--- config.mk ---
export PLATFORM = sky130hd
export DESIGN_NAME = ps_result_reader
export DESIGN_NICKNAME = d
export VERILOG_FILES = /design/src/rtl/ps_result_reader.sv
export SDC_FILE = /design/constraint.sdc
export NUM_CORES = 1
export LEC_CHECK = 0
export CORE_MARGIN = 2
export CORE_UTILIZATION = 36
export DETAILED_ROUTE_END_ITERATION = 16
export DONT_BUFFER_PORTS = 1
export PLACE_DENSITY_LB_ADDON = 0.2
export RECOVER_POWER = 100
export SLEW_MARGIN = 20
export SYNTH_ARGS = -nofsm -noshare
export SYNTH_HDL_FRONTEND = slang
export SYNTH_SLANG_ARGS = --single-unit
--- constraint.sdc ---
create_clock -name clk -period 4.7 [get_ports clk]
set_clock_uncertainty 0.1 [all_clocks]
set_input_delay 0.47 -clock clk [delete_from_list [all_inputs] [get_ports clk]]
set_output_delay 0.47 -clock clk [all_outputs]
set_load 0.1 [all_outputs]
--- src/rtl/ps_result_reader.sv ---
// ps_result_reader: per accelerator run, start the PL core, wait for its done handshake, then drain
// NWORDS result words from BRAM into a ready/valid stream through a 2-entry FIFO.
// Optional watchdog on the START/ACK handshake when PS_RESULT_READER_TIMEOUT_EN is defined.
module ps_result_reader #(
   parameter int T              = 32,
   parameter int NWORDS         = 900,
   parameter int TIMEOUT_CYCLES = 65535
) (
   input  logic         clk,
   input  logic         reset,
   input  logic         start,
   input  logic [7:0]   runs,
   output logic         busy,
   output logic         done,
   output logic [T-1:0] ps_control,
   input  logic [T-1:0] pl_status,
   output logic [T-1:0] n_val,
   output logic [T-1:0] bram_oc_addr,
   output logic         bram_oc_en,
   output logic [3:0]   bram_oc_we,
   input  logic [T-1:0] bram_oc_rddata,
   output logic [T-1:0] out_data,
   output logic         out_valid,
   output logic         out_last,
   input  logic         out_ready,
   output logic         error
);
   localparam int CW = NWORDS > 1 ? $clog2(NWORDS) : 1;
   localparam logic [T-1:0] LAST_ADDR = T'(4 * (NWORDS - 1));
   typedef enum logic [2:0] {IDLE, START, ACK, DRAIN, FLUSH, NEXT} state_t;
   state_t        state;
   logic [7:0]    runs_q;
   logic [7:0]    run_cnt;
   logic [CW-1:0] out_cnt;
   logic          inflight;
   logic [1:0]    count;
   logic          wr_ptr;
   logic          rd_ptr;
   logic [T-1:0]  mem [2];
   logic          pop;
   logic          unused_bits;
`ifdef PS_RESULT_READER_TIMEOUT_EN
   logic [31:0]   wd;
   logic          err_q;
   assign error = err_q;
`else
   localparam int unused_timeout = TIMEOUT_CYCLES;
   assign error = 1'b0;
`endif
   assign unused_bits = ^pl_status[T-1:1];
   assign pop         = out_valid && out_ready;
   assign out_valid   = count != 2'd0;
   assign out_data    = mem[rd_ptr];
   assign out_last    = out_valid && out_cnt == CW'(NWORDS - 1);
   assign busy        = state != IDLE;
   assign ps_control  = {{(T-1){1'b0}}, state == START};
   assign n_val       = T'(state == DRAIN || state == FLUSH);
   assign bram_oc_we  = 4'h0;
   // a read may issue only if the FIFO can still hold it after this cycle's pop
   assign bram_oc_en  = state == DRAIN && ({1'b0, count} + {2'b0, inflight}) < (3'd2 + {2'b0, pop});

   // two-entry result FIFO, written the cycle after each enabled read
   always_ff @(posedge clk or negedge reset) begin
      if (!reset) begin
         inflight <= 1'b0;
         count    <= 2'd0;
         wr_ptr   <= 1'b0;
         rd_ptr   <= 1'b0;
         mem[0]   <= '0;
         mem[1]   <= '0;
      end else begin
         inflight <= bram_oc_en;
         if (inflight) begin
            mem[wr_ptr] <= bram_oc_rddata;
            wr_ptr      <= !wr_ptr;
         end
         if (pop) rd_ptr <= !rd_ptr;
         count <= count + {1'b0, inflight} - {1'b0, pop};
      end
   end

   // run sequencing: handshake with the accelerator, drain, repeat per run
   always_ff @(posedge clk or negedge reset) begin
      if (!reset) begin
         state        <= IDLE;
         done         <= 1'b0;
         runs_q       <= 8'd0;
         run_cnt      <= 8'd0;
         bram_oc_addr <= '0;
         out_cnt      <= '0;
`ifdef PS_RESULT_READER_TIMEOUT_EN
         wd           <= '0;
         err_q        <= 1'b0;
`endif
      end else begin
         done <= 1'b0;
         if (pop) out_cnt <= out_last ? '0 : out_cnt + CW'(1);
         case (state)
            IDLE: if (start) begin
               state   <= START;
               runs_q  <= runs == 8'd0 ? 8'd1 : runs;
               run_cnt <= 8'd0;
`ifdef PS_RESULT_READER_TIMEOUT_EN
               err_q   <= 1'b0;
`endif
            end
            START: if (pl_status[0]) state <= ACK;
            ACK: if (!pl_status[0]) begin
               state        <= DRAIN;
               bram_oc_addr <= '0;
               out_cnt      <= '0;
            end
            DRAIN: if (bram_oc_en) begin
               if (bram_oc_addr == LAST_ADDR) state <= FLUSH;
               else bram_oc_addr <= bram_oc_addr + T'(4);
            end
            FLUSH: if (pop && out_last) state <= NEXT;
            NEXT: if ({1'b0, run_cnt} + 9'd1 < {1'b0, runs_q}) begin
               state   <= START;
               run_cnt <= run_cnt + 8'd1;
            end else begin
               state <= IDLE;
               done  <= 1'b1;
            end
            default: state <= IDLE;
         endcase
`ifdef PS_RESULT_READER_TIMEOUT_EN
         wd <= ((state == START && !pl_status[0]) || (state == ACK && pl_status[0])) ? wd + 32'd1 : '0;
         if ((state == START || state == ACK) && wd == 32'(TIMEOUT_CYCLES - 1)) begin
            state <= IDLE;
            err_q <= 1'b1;
         end
`endif
      end
   end
endmodule

Word level (Yosys, flattened, before mapping)
Cells that the tools add are included.
Word-level totals
  register bits: 131
  bits of input ports: 76
  output and inout port bits: 138
  logic and storage cells: 88
Operators by class
  $add $sub $neg: 8
  magnitude comparators: 5
  equal/unequal tests: 15
  multiplexer cells: 28
  bitwise operators: 2
  reductions and logical operators: 18
Operators by type and width (number)
  two-way mux 32 bit: 7
  bitwise mux 64 bit: 1
  one-hot mux 32 bit (2 select lines): 1
  two-way mux 10 bit: 4
  adder 32 x 3 -> 32 bit, second input constant: 1
  demux 32 bit (select 1 bit): 1
  equality test 32 x 12 -> 1 bit, second input constant: 1
  two-way mux 8 bit: 3
  two-way mux 3 bit: 6
  one-hot mux 3 bit (6 select lines): 1
  one-hot mux 8 bit (2 select lines): 1
  adder 10 x 1 -> 10 bit, second input constant: 1
  equality test 10 bit, second input constant: 1
  != test 2 bit, second input constant: 5
  adder 8 x 1 -> 9 bit, second input constant: 1
  less-than comparator 9 x 8 -> 1 bit: 1
  adder 8 x 1 -> 8 bit, second input constant: 1
  zero test 8 bit: 1
  equality test 3 x 2 -> 1 bit, second input constant: 2
  equality test 3 bit, second input constant: 2
  != test 2 x 1 -> 1 bit, second input constant: 3
  AND reduction 6 bit: 1
  nonzero test 2 bit: 3
  logical AND 1 bit: 5
  other kinds (17): 22

Longest topological paths before layout
Gate-level depths: netlist of the first run.
  depth after elaboration: 7
  depth in mapped cells: 11

Least setup slack after synthesis of the first run
No wires, ideal clock.
  kind: register to output
  start point: reg state[0]
  end point: out ps_control[0]
  arrival: 2892 ps
  setup slack: 1238 ps
  stages on the path, launching flop included: 3
  path buffers: 1
  path through: dfrtp_1 clkbuf_1 nor3b_1
Between the ends
  word-level cells in the longest chain between the ends: 1
RTL lines
  start: declaration: RTL line 31  | state_t state;
  start signal: assignment: RTL line 85  | state <= IDLE;
  start signal: assignment: RTL line 100  | state <= START;
  start signal: assignment: RTL line 107  | START: if (pl_status[0]) state <= ACK;
  equality test 3 x 1 -> 1 bit: RTL line 56  | assign ps_control = {{(T-1){1'b0}}, state == START};
  end: declaration: RTL line 15  | output logic [T-1:0] ps_control,
Every way passes these cells.

Worst setup path in the final report of the first run
  start point: reg count[1]
  end point: out out_last
Between the ends
  word-level cells in the longest chain between the ends: 2
RTL lines
  start: declaration: RTL line 36  | logic [1:0] count;
  start signal: assignment: RTL line 78  | count <= count + {1'b0, inflight} - {1'b0, pop};
  nonzero test 2 bit: RTL line 52  | assign out_valid = count != 2'd0;
  via out_valid: RTL line 23  | output logic out_valid,
  logical AND 1 bit: RTL line 54  | assign out_last = out_valid && out_cnt == CW'(NWORDS - 1);
  end: declaration: RTL line 24  | output logic out_last,
The timed path passes the listed nets, and every way through them passes these cells.

==> metrics.md, run 1 <==
| Metric | Value |
|---|---|
| Port bufs | `0` |
| Status | `finished, violations left` |
| Num Clock Sinks | `129` |
| Main synth FF type | `dfrtp_1` |
| Failing checks | `max-capacitance violations, max-slew violations` |
| Mapped Area | `6980 µm²` |
| Antenna Cells | `0` |
| Setup tns final | `0 ns` |
| First-pass GRT wire length | `23.89 mm` |
| Top post-synthesis cells by area | `dfrtp_1 46%, mux2_2 17%, buf_4 7.4%` |
| Synth warn | `0` |
| Max Slew Vio Count | `68` |
| Area growth from synthesis to layout | `10.20%` |
| Starting density of the core | `36.95%` |
| Via count | `4672` |
| Fillers | `1829` |
| GRT Total Usage | `14.90%` |
| Synth unique cells | `58` |
| Worst setup path category | `reg2out` |
| Vias in the first global route | `4758` |
| Post-synthesis sequential area ratio | `46.24%` |
| Fin nets | `748` |
| Share of the synthesized area in the top cell type | `46.24%` |
| Most common library cell in the layout ignoring fill and taps | `dfrtp_1` |
| Total Die Area | `20520 µm²` |
| CTS Buf Count | `17` |
| EDFF count, synth | `0` |
| Drt drc | `0` |
| Layout cells sized above 1 | `18.03%` |
| Boundary Pins | `214` |
| TritonCTS clock tree | `built` |
| Starting DRT DRC Count | `165` |
| Commonest cells after routing, fill and taps aside | `129 x dfrtp_1, 72 x mux2_2, 69 x conb_1` |
| Cells after Synth | `643` |
| #FFs+latches synth | `129` |
| HP Class | `in2reg` |
| GRT overflow | `0` |
| Vias/cell | `5.018` |
| Multi-input logic area | `3319 µm²` |
| Placer Congestion | `0.7982` |
| Crit end category | `output pin` |
| Max clock buf depth | `2` |
| CP Max Fanout | `4` |
| CTS H-tree depth | `4` |
| RSZ-0062 raised after global routing | `no` |
| CTS root buffer | `clkbuf_16` |
| Storage cell area | `3228 µm²` |
| # Max-Cap Violations | `3` |
| Fmax | `250.0 MHz` |
| Final hold vios | `0` |
| Req. time, crit path | `4.13 ns` |
| Biggest area consumer among synthesized cells | `dfrtp_1` |
| Hpwl dp | `10.36 mm` |
| Die Wd | `143.3 µm` |
| Routed WL | `15.10 mm` |
| Clock Latency Late Sink | `0.42 ns` |
| Pin slew with the least headroom to its limit | `3.109 ns` |
| Tmin final | `4.001 ns` |
| Final worst slack | `0.6994 ns` |
| Final Cycle Share | `85.12%` |
| Final setup viols | `0` |
| Core region area | `18890 µm²` |
| Ys async rst share | `100.0%` |
| Avg WL per Cell | `16.22 µm` |
| DP Worst Slack | `1.330 ns` |
| Largest net degree at the start of global routing | `130` |
| Die Ht | `143.3 µm` |
| Routed Antenna Nets | `0` |
| DRT Pass-1 Iters | `6` |
| Crit path launch type | `register` |
| Initial antenna violation count | `0` |
| Critical Path AT | `3.43 ns` |
| Num rows | `50` |
| Worst slew margin | `-107.7%` |
| Mapped Avg Cell Area | `10.86 µm²` |
| Clock transition at path regs | `0.06 ns` |
## stage by stage
| stage | utilization, % | area (µm²) | std cells | hold slack, ns |
|---|---|---|---|---|
| global placement | 37.77 | 7136 | 897 | 0.07873 |
| finish | 40.72 | 7692 | 931 | 0.09971 |
| detailed placement | 37.77 | 7137 | 897 | 0.07761 |
| CTS | 41.23 | 7789 | 931 | 0.07938 |
| global route | 40.72 | 7692 | 931 | 0.07679 |
| floorplan | - | 7236 | 711 | 0.07441 |
## metal layers
layer	part of all wire, %	track usage, %	up-vias
met5	0	0	-
met4	2.2	6.244	0
met3	7.6	4.728	23
met2	48	25.48	158
met1	42	17.22	2297
li1	-	-	2194
## layout make-up
type / count / share of cell area, %
multi-input combinational: 471 / 43.15
inverter: 17 / 0.8295
clock inverter: 12 / 2.049
tap: 260 / 4.229
sequential: 129 / 41.96
clock buffer: 20 / 5.937
timing repair buffer: 22 / 1.838
## Yosys cell counts, drive strengths merged, types with 2 or more instances
library cell	n
nor4	8
a21oi	18
o31ai	5
or2	3
or4b	2
a221oi	2
buf	79
nor2	23
o21ai	18
nand2b	6
nor2b	9
and2	4
ha	14
nand2	47
nor3b	2
nor3	12
inv	17
and3	10
nand4	9
o311ai	2
nand3	21
a21o	3
clkbuf	15
or4	14
xor2	4
xnor2	12
and4	2
a21bo	4
mux2	104
o211ai	11
a31oi	3
mux2i	3
nand3b	4
dfrtp	129
or3	12
## registers in the layout, indices dropped and copies added (netlist names), 2 cells and up
signal and flops:
run_cnt 8, bram_oc_addr 30, count 2, state 3, mem 64, out_cnt 10, runs_q 8
## kinds of logic after synthesis
group | Yosys count | share of synthesized area [%]
DFF | 129 | 46.24
AOI/OAI and AO/OA | 74 | 7.027
xor gates and xnor gates | 16 | 2.007
adders and majority gates | 14 | 2.509
and+or+nand+nor | 191 | 15.20
muxes | 107 | 17.21
buffers and inverters | 111 | 9.751
other | 1 | 0.05372
## worst max-delay path, stage by stage, from the launching register on
cell and delay (ns):
dfrtp_1 0.40, or2_0 1.24, and4b_1 0.46, clkbuf_1 0.91
## repair_timing
item	4_1_cts	5_1_grt
hold buffers	2	0
endpoints found under the hold margin	129	0
gates resized for setup	0	0
buffers inserted	0	0
## path summary, 6_finish.rpt
check	slack, ns	endpoint	from	cells after the start
max	0.70	out_last	count[1]	3
min	0.1	runs_q[4]	runs[4]	1
max reg2reg	0.90	bram_oc_addr[8]	bram_oc_addr[15]	7
min reg2reg	0.39	wr_ptr	wr_ptr	1
max in group asynchronous	3.33	out_cnt[3]	reset	2
min in group asynchronous	0.66	mem[12]	reset	2
Power of run 1 is left out: the tool's default activity adds up to more than one toggle a clock period on the data nets, which glitch-free logic cannot reach.
==> run 2: changes to the inputs <==
CAP_MARGIN = 25   (was not set)
clock period = 4.34 ns   (was 4.7 ns; I/O delays follow)
==> metrics.md, run 2 (same netlist as run 1, synthesis figures left out) <==
| Metric | Value |
|---|---|
| CTS root buffer | `clkbuf_16` |
| Starting DRT DRC Count | `244` |
| Vias in the first global route | `4717` |
| Num rows | `50` |
| R2R depth | `7` |
| Drt drc | `0` |
| Clock transition at path regs | `0.06 ns` |
| Worst Min Path Start | `runs[4]` |
| Antenna Cells | `0` |
| RSZ-0062 raised after global routing | `no` |
| Most common library cell in the layout ignoring fill and taps | `dfrtp_1` |
| Largest stage delay on the critical path | `1.49 ns` |
| Die Wd | `143.3 µm` |
| Req. time, crit path | `3.81 ns` |
| Metal2 WL | `7.405 mm` |
| Largest delay share family, worst path | `buffers and inverters` |
| Layout cells sized above 1 | `18.60%` |
| Worst slew margin | `-106.8%` |
| Slowest CP cell | `clkbuf_1` |
| Status | `finished, violations left` |
| CP Max Fanout | `32` |
| Routed Antenna Nets | `0` |
| Vias/cell | `5.009` |
| TritonCTS clock tree | `built` |
| Top flop regs | `mem (64), bram_oc_addr (30), out_cnt (10)` |
| Critical Path AT | `3.24 ns` |
| Crit. path cell count | `2` |
| Commonest cells after routing, fill and taps aside | `129 x dfrtp_1, 73 x mux2_2, 69 x conb_1` |
| Setup tns final | `0 ns` |
| Max clock buf depth | `2` |
| Worst setup path category | `reg2out` |
| Tmin final | `3.774 ns` |
| Fin nets | `749` |
| Max reg flops | `64` |
| DRT Pass-1 Iters | `5` |
| Avg WL per Cell | `16.20 µm` |
| Fin util | `40.56%` |
| Area growth from synthesis to layout | `9.769%` |
| Pin slew with the least headroom to its limit | `3.095 ns` |
| Port bufs | `0` |
| Num Clock Sinks | `129` |
| Starting density of the core | `36.95%` |
| Clock Latency Late Sink | `0.42 ns` |
| Total Die Area | `20520 µm²` |
| Routed WL | `15.10 mm` |
| Hpwl dp | `10.18 mm` |
| R2r startpoint | `bram_oc_addr[29]` |
| DR WL met3 | `1.103 mm` |
| # Max-Cap Violations | `4` |
| Critical path destination | `out_data[21]` |
| Placer Congestion | `0.8117` |
| Crit path launch type | `register` |
| Crit-path cells | `clkbuf_1, mux2_1` |
| Launch point of the worst path | `rd_ptr` |
| Final Cycle Share | `86.96%` |
| Crit end category | `output pin` |
| R2R Setup Slk | `0.59 ns` |
| First-pass GRT wire length | `24.12 mm` |
| CTS H-tree depth | `4` |
| GRT Total Usage | `14.92%` |
| Buf+Inv Stages, Crit Path | `1` |
| Failing checks | `max-capacitance violations, max-slew violations` |
| GRT overflow | `0` |
| R2r endpoint | `bram_oc_addr[6]` |
| Highest metal used | `met4` |
| Core region area | `18890 µm²` |
| Max Slew Vio Count | `101` |
| Via count | `4668` |
| Fmax | `265.0 MHz` |
| Post-Route M1 WL | `6.422 mm` |
| Final hold vios | `0` |
| Initial antenna violation count | `0` |
| Reg with most FFs | `mem` |
| HP Class | `in2reg` |
| Die Ht | `143.3 µm` |
| Final setup viols | `0` |
| CTS Buf Count | `17` |
| Post-CTS Setup Bufs | `0` |
| Boundary Pins | `214` |
| Largest net degree at the start of global routing | `130` |
[run 2: repair_timing]
item | CTS | global route
hold endpoints to repair | 129 | 0
hold buffers | 2 | 0
gates resized for setup | 0 | 0
[run 2: per-layer routing]
metal | vias to the layer above | GRT usage [%]
li1 | 2206 | -
met1 | 2301 | 18.03
met2 | 150 | 25.11
met3 | 11 | 4.628
met4 | 0 | 5.366
met5 | - | 0
[run 2: how the worst min path moves through the flow]
stage                            end  cells after the start
global route               runs_q[4]                      1
global placement              mem[3]                      0
floorplan           bram_oc_addr[10]                      0
detailed placement            mem[3]                      0
CTS                        runs_q[4]                      1
finish                     runs_q[4]                      1
[run 2: cell type report]
cell class / instances / area (µm²)
fillers: 1856 / 11230
repair buffers: 23 / 146.4
flip-flops and latches: 129 / 3228
multi-input cells: 471 / 3316
inverters: 17 / 63.81
well taps: 260 / 325.3
clock buffers: 17 / 425.4
clock inverters: 15 / 157.7
[run 2: per-stage QoR]
stage                     instances  setup WS, ns  hold WS [ns]  cell area (µm²)
final                           932        0.5659       0.06203             7662
after global routing            932        0.3600       0.04272             7662
after CTS                       932        0.9847       0.03837             7764
after detailed placement        898        0.9937       0.04238             7143
after global placement          898         1.048       0.04219             7143
after floorplan                 711        0.9138       0.03841             7236
[run 2: worst reg2reg max path, cell delays in order (launching register included)]
cell	delay, ns
dfrtp_1	0.36
clkbuf_1	0.57
nor4_1	0.59
nand4_1	0.22
o2111ai_1	1.17
buf_4	0.39
o21ai_0	0.10
a21oi_1	0.19
Power of run 2 is left out for the same reason.
==> run 3: changes to the inputs <==
ABC_AREA = 1   (was not set)
==> metrics.md, run 3 <==
| Metric | Value |
|---|---|
| Status | `finished, violations left` |
| Failing checks | `max-capacitance violations, max-slew violations` |
| Most frequent CP cell | `inv_1` |
| Sw Pwr | `4.072 mW` |
| Worst setup path category | `reg2out` |
| Slowest CP cell | `nand2_1` |
| Synth warn | `0` |
| Storage cell area | `3228 µm²` |
| Pin slew with the least headroom to its limit | `1.947 ns` |
| Boundary Pins | `214` |
| Starting DRT DRC Count | `264` |
| Final setup viols | `0` |
| Crit. path cell count | `5` |
| Gate power share | `53.5%` |
| Crit path launch type | `register` |
| Fmax | `310.2 MHz` |
| Via count | `6029` |
| #FFs+latches synth | `129` |
| GRT overflow | `0` |
| Fin util | `40.21%` |
| Max Slew Vio Count | `117` |
| Max VDD drop | `0.2697 mV` |
| Reg with most FFs | `mem` |
| Vias in the first global route | `5639` |
| Layout cells sized above 1 | `5.535%` |
| Leak | `4.141 nW` |
| Most common library cell in the layout ignoring fill and taps | `nand2_1` |
| Multi-input logic area | `3369 µm²` |
| Cell Int Power | `2.967 mW` |
| Post-CTS Setup Bufs | `0` |
| Critical Path AT | `2.69 ns` |
| Routed Antenna Nets | `0` |
| GRT Total Usage | `16.21%` |
| Switching part of the total | `57.85%` |
| Avg WL per Cell | `13.07 µm` |
| Num rows | `52` |
| EDFF count, synth | `0` |
| CTS root buffer | `clkbuf_16` |
| Biggest area consumer among synthesized cells | `dfrtp_1` |
| DP Worst Slack | `1.634 ns` |
| Max clock buf depth | `2` |
| Power Total | `7.039 mW` |
| R2R depth | `12` |
| Final Cycle Share | `74.28%` |
| Port bufs | `0` |
| Clock transition at path regs | `0.07 ns` |
| P per Cell Area | `859.6 nW/µm²` |
| Area growth from synthesis to layout | `8.703%` |
| WHS | `0.06506 ns` |
| Antenna Cells | `0` |
| Cells after DPL | `1301` |
| CTS Buf Count | `17` |
| Top post-synthesis cells by area | `dfrtp_1 43%, nand2_1 17%, buf_4 6.9%` |
| Cells after Synth | `1027` |
| Total Die Area | `22100 µm²` |
| Synth unique cells | `39` |
| Fin nets | `1143` |
| First-pass GRT wire length | `28.43 mm` |
| Starting density of the core | `36.99%` |
| Drt drc | `0` |
| Largest delay share family, worst path | `simple AND/OR/NAND/NOR gates` |
| Commonest cells in the netlist | `345 x nand2_1, 129 x dfrtp_1, 116 x inv_1` |
| Placer Congestion | `0.8649` |
| RSZ-0062 raised after global routing | `no` |
| Vias/cell | `4.513` |
| TritonCTS clock tree | `built` |
| Hpwl dp | `12.33 mm` |
| Num Clock Sinks | `129` |
| Ys async rst share | `100.0%` |
| Final worst slack | `1.116 ns` |
| Setup tns final | `0 ns` |
| Routed WL | `17.46 mm` |
| Max reg flops | `64` |
| Post-synthesis sequential area ratio | `42.85%` |
| Main synth FF type | `dfrtp_1` |
| Tmin final | `3.224 ns` |
| Core region area | `20360 µm²` |
| Buf+Inv Stages, Crit Path | `2` |
| Die Ht | `148.7 µm` |
| Initial antenna violation count | `0` |
| Fillers | `2223` |
| Die Wd | `148.7 µm` |
| HP Class | `in2reg` |
| Worst hold path depth | `2` |
| Largest stage delay on the critical path | `0.74 ns` |
| Power share of the sequential group | `26.4%` |
| Clock Latency Late Sink | `0.43 ns` |
| Share of the synthesized area in the top cell type | `42.85%` |
| DRT Pass-1 Iters | `5` |
| CTS H-tree depth | `4` |
| Design area | `8189 µm²` |
| Placed inst area | `7742 µm²` |
| Largest net degree at the start of global routing | `130` |
| Most common cell in the netlist | `nand2_1` |
| # Max-Cap Violations | `2` |
| Commonest cells after routing, fill and taps aside | `348 x nand2_1, 129 x dfrtp_1, 116 x inv_1` |
| CP Max Fanout | `4` |
| Mapped Avg Cell Area | `7.335 µm²` |
| Crit-path cells | `inv_1, nand2_1, nand3_1, nand3b_1, inv_1` |
| Final hold vios | `0` |
| Req. time, crit path | `3.81 ns` |
| Clk pwr share | `20.1%` |
| Crit end category | `output pin` |
| Fin cells | `1336` |
| Worst slew margin | `-29.83%` |
| Top flop regs | `mem (64), bram_oc_addr (30), out_cnt (10)` |
| Mapped Area | `7533 µm²` |
run 3: changes by cell type after synthesis, moves of 30 or more:
cell,delta
mux2_2,-104
o21ai_0,+66
nor2_1,+62
nand2_1,+298
inv_1,+100
nand3_1,+30
run 3: area by class of cell:
type                       instances  share of cell area, %
sequential                       129                  39.42
clock inverter                    14                  1.742
clock buffer                      18                  5.363
timing repair buffer              39                  2.628
tap                              270                  4.125
inverter                         121                  5.577
multi-input combinational        745                  41.15
run 3: repair_timing:
| action | CTS | global route |
|---|---|---|
| hold endpoints to repair | 129 | 0 |
| hold buffers | 2 | 0 |
| resized for setup | 0 | 0 |
run 3: worst paths after layout:
check                                       start               end  slack, ns
worst max register to register   bram_oc_addr[11]  bram_oc_addr[15]       1.15
worst min register to register            mem[34]           mem[34]       0.38
worst max-delay path                     count[1]          out_last       1.12
min in group asynchronous                   reset           mem[37]       0.54
max in group asynchronous                   reset              done       3.10
worst min-delay path            bram_oc_rddata[4]           mem[36]       0.07
run 3: metal layers:
metal	vias up	track usage (%)	share of wire, %
li1	3111	-	-
met2	151	26.11	46
met5	-	0	0
met1	2738	20.25	45
met3	29	5.552	6.6
met4	0	5.905	2.0
run 3: cell families after synthesis:
family                   synth area share [%]
AND/OR/NAND/NOR                         28.78
buffers and inverters                   15.03
flip-flops                              42.85
AO/OA/AOI/OAI                           8.869
XOR/XNOR                                2.093
adder cells (fa/ha/maj)                 2.325
other                                 0.04978
run 3: worst register-to-register path, stage by stage, from the launching register on:
cell and delay (ns):
dfrtp_1 0.32, clkbuf_1 1.04, nand2_1 0.32, nor2_1 0.18
nand2_1 0.07, nor2_2 0.07, nand2_1 0.08, nand2_1 0.07
nand2_1 0.13, nand2_4 0.40, inv_4 0.15, nand2_1 0.11
nand2_1 0.05
run 3: power groups by stage:
stage	clock network (mW)	logic (mW)	registers, mW
floorplan	0	3.51	1.87
global placement	0	3.76	1.87
detailed placement	0	3.83	1.88
CTS	1.47	3.87	1.86
global route	1.53	4.05	1.90
finish	1.42	3.77	1.86
(Power assumes the default switching activity.)
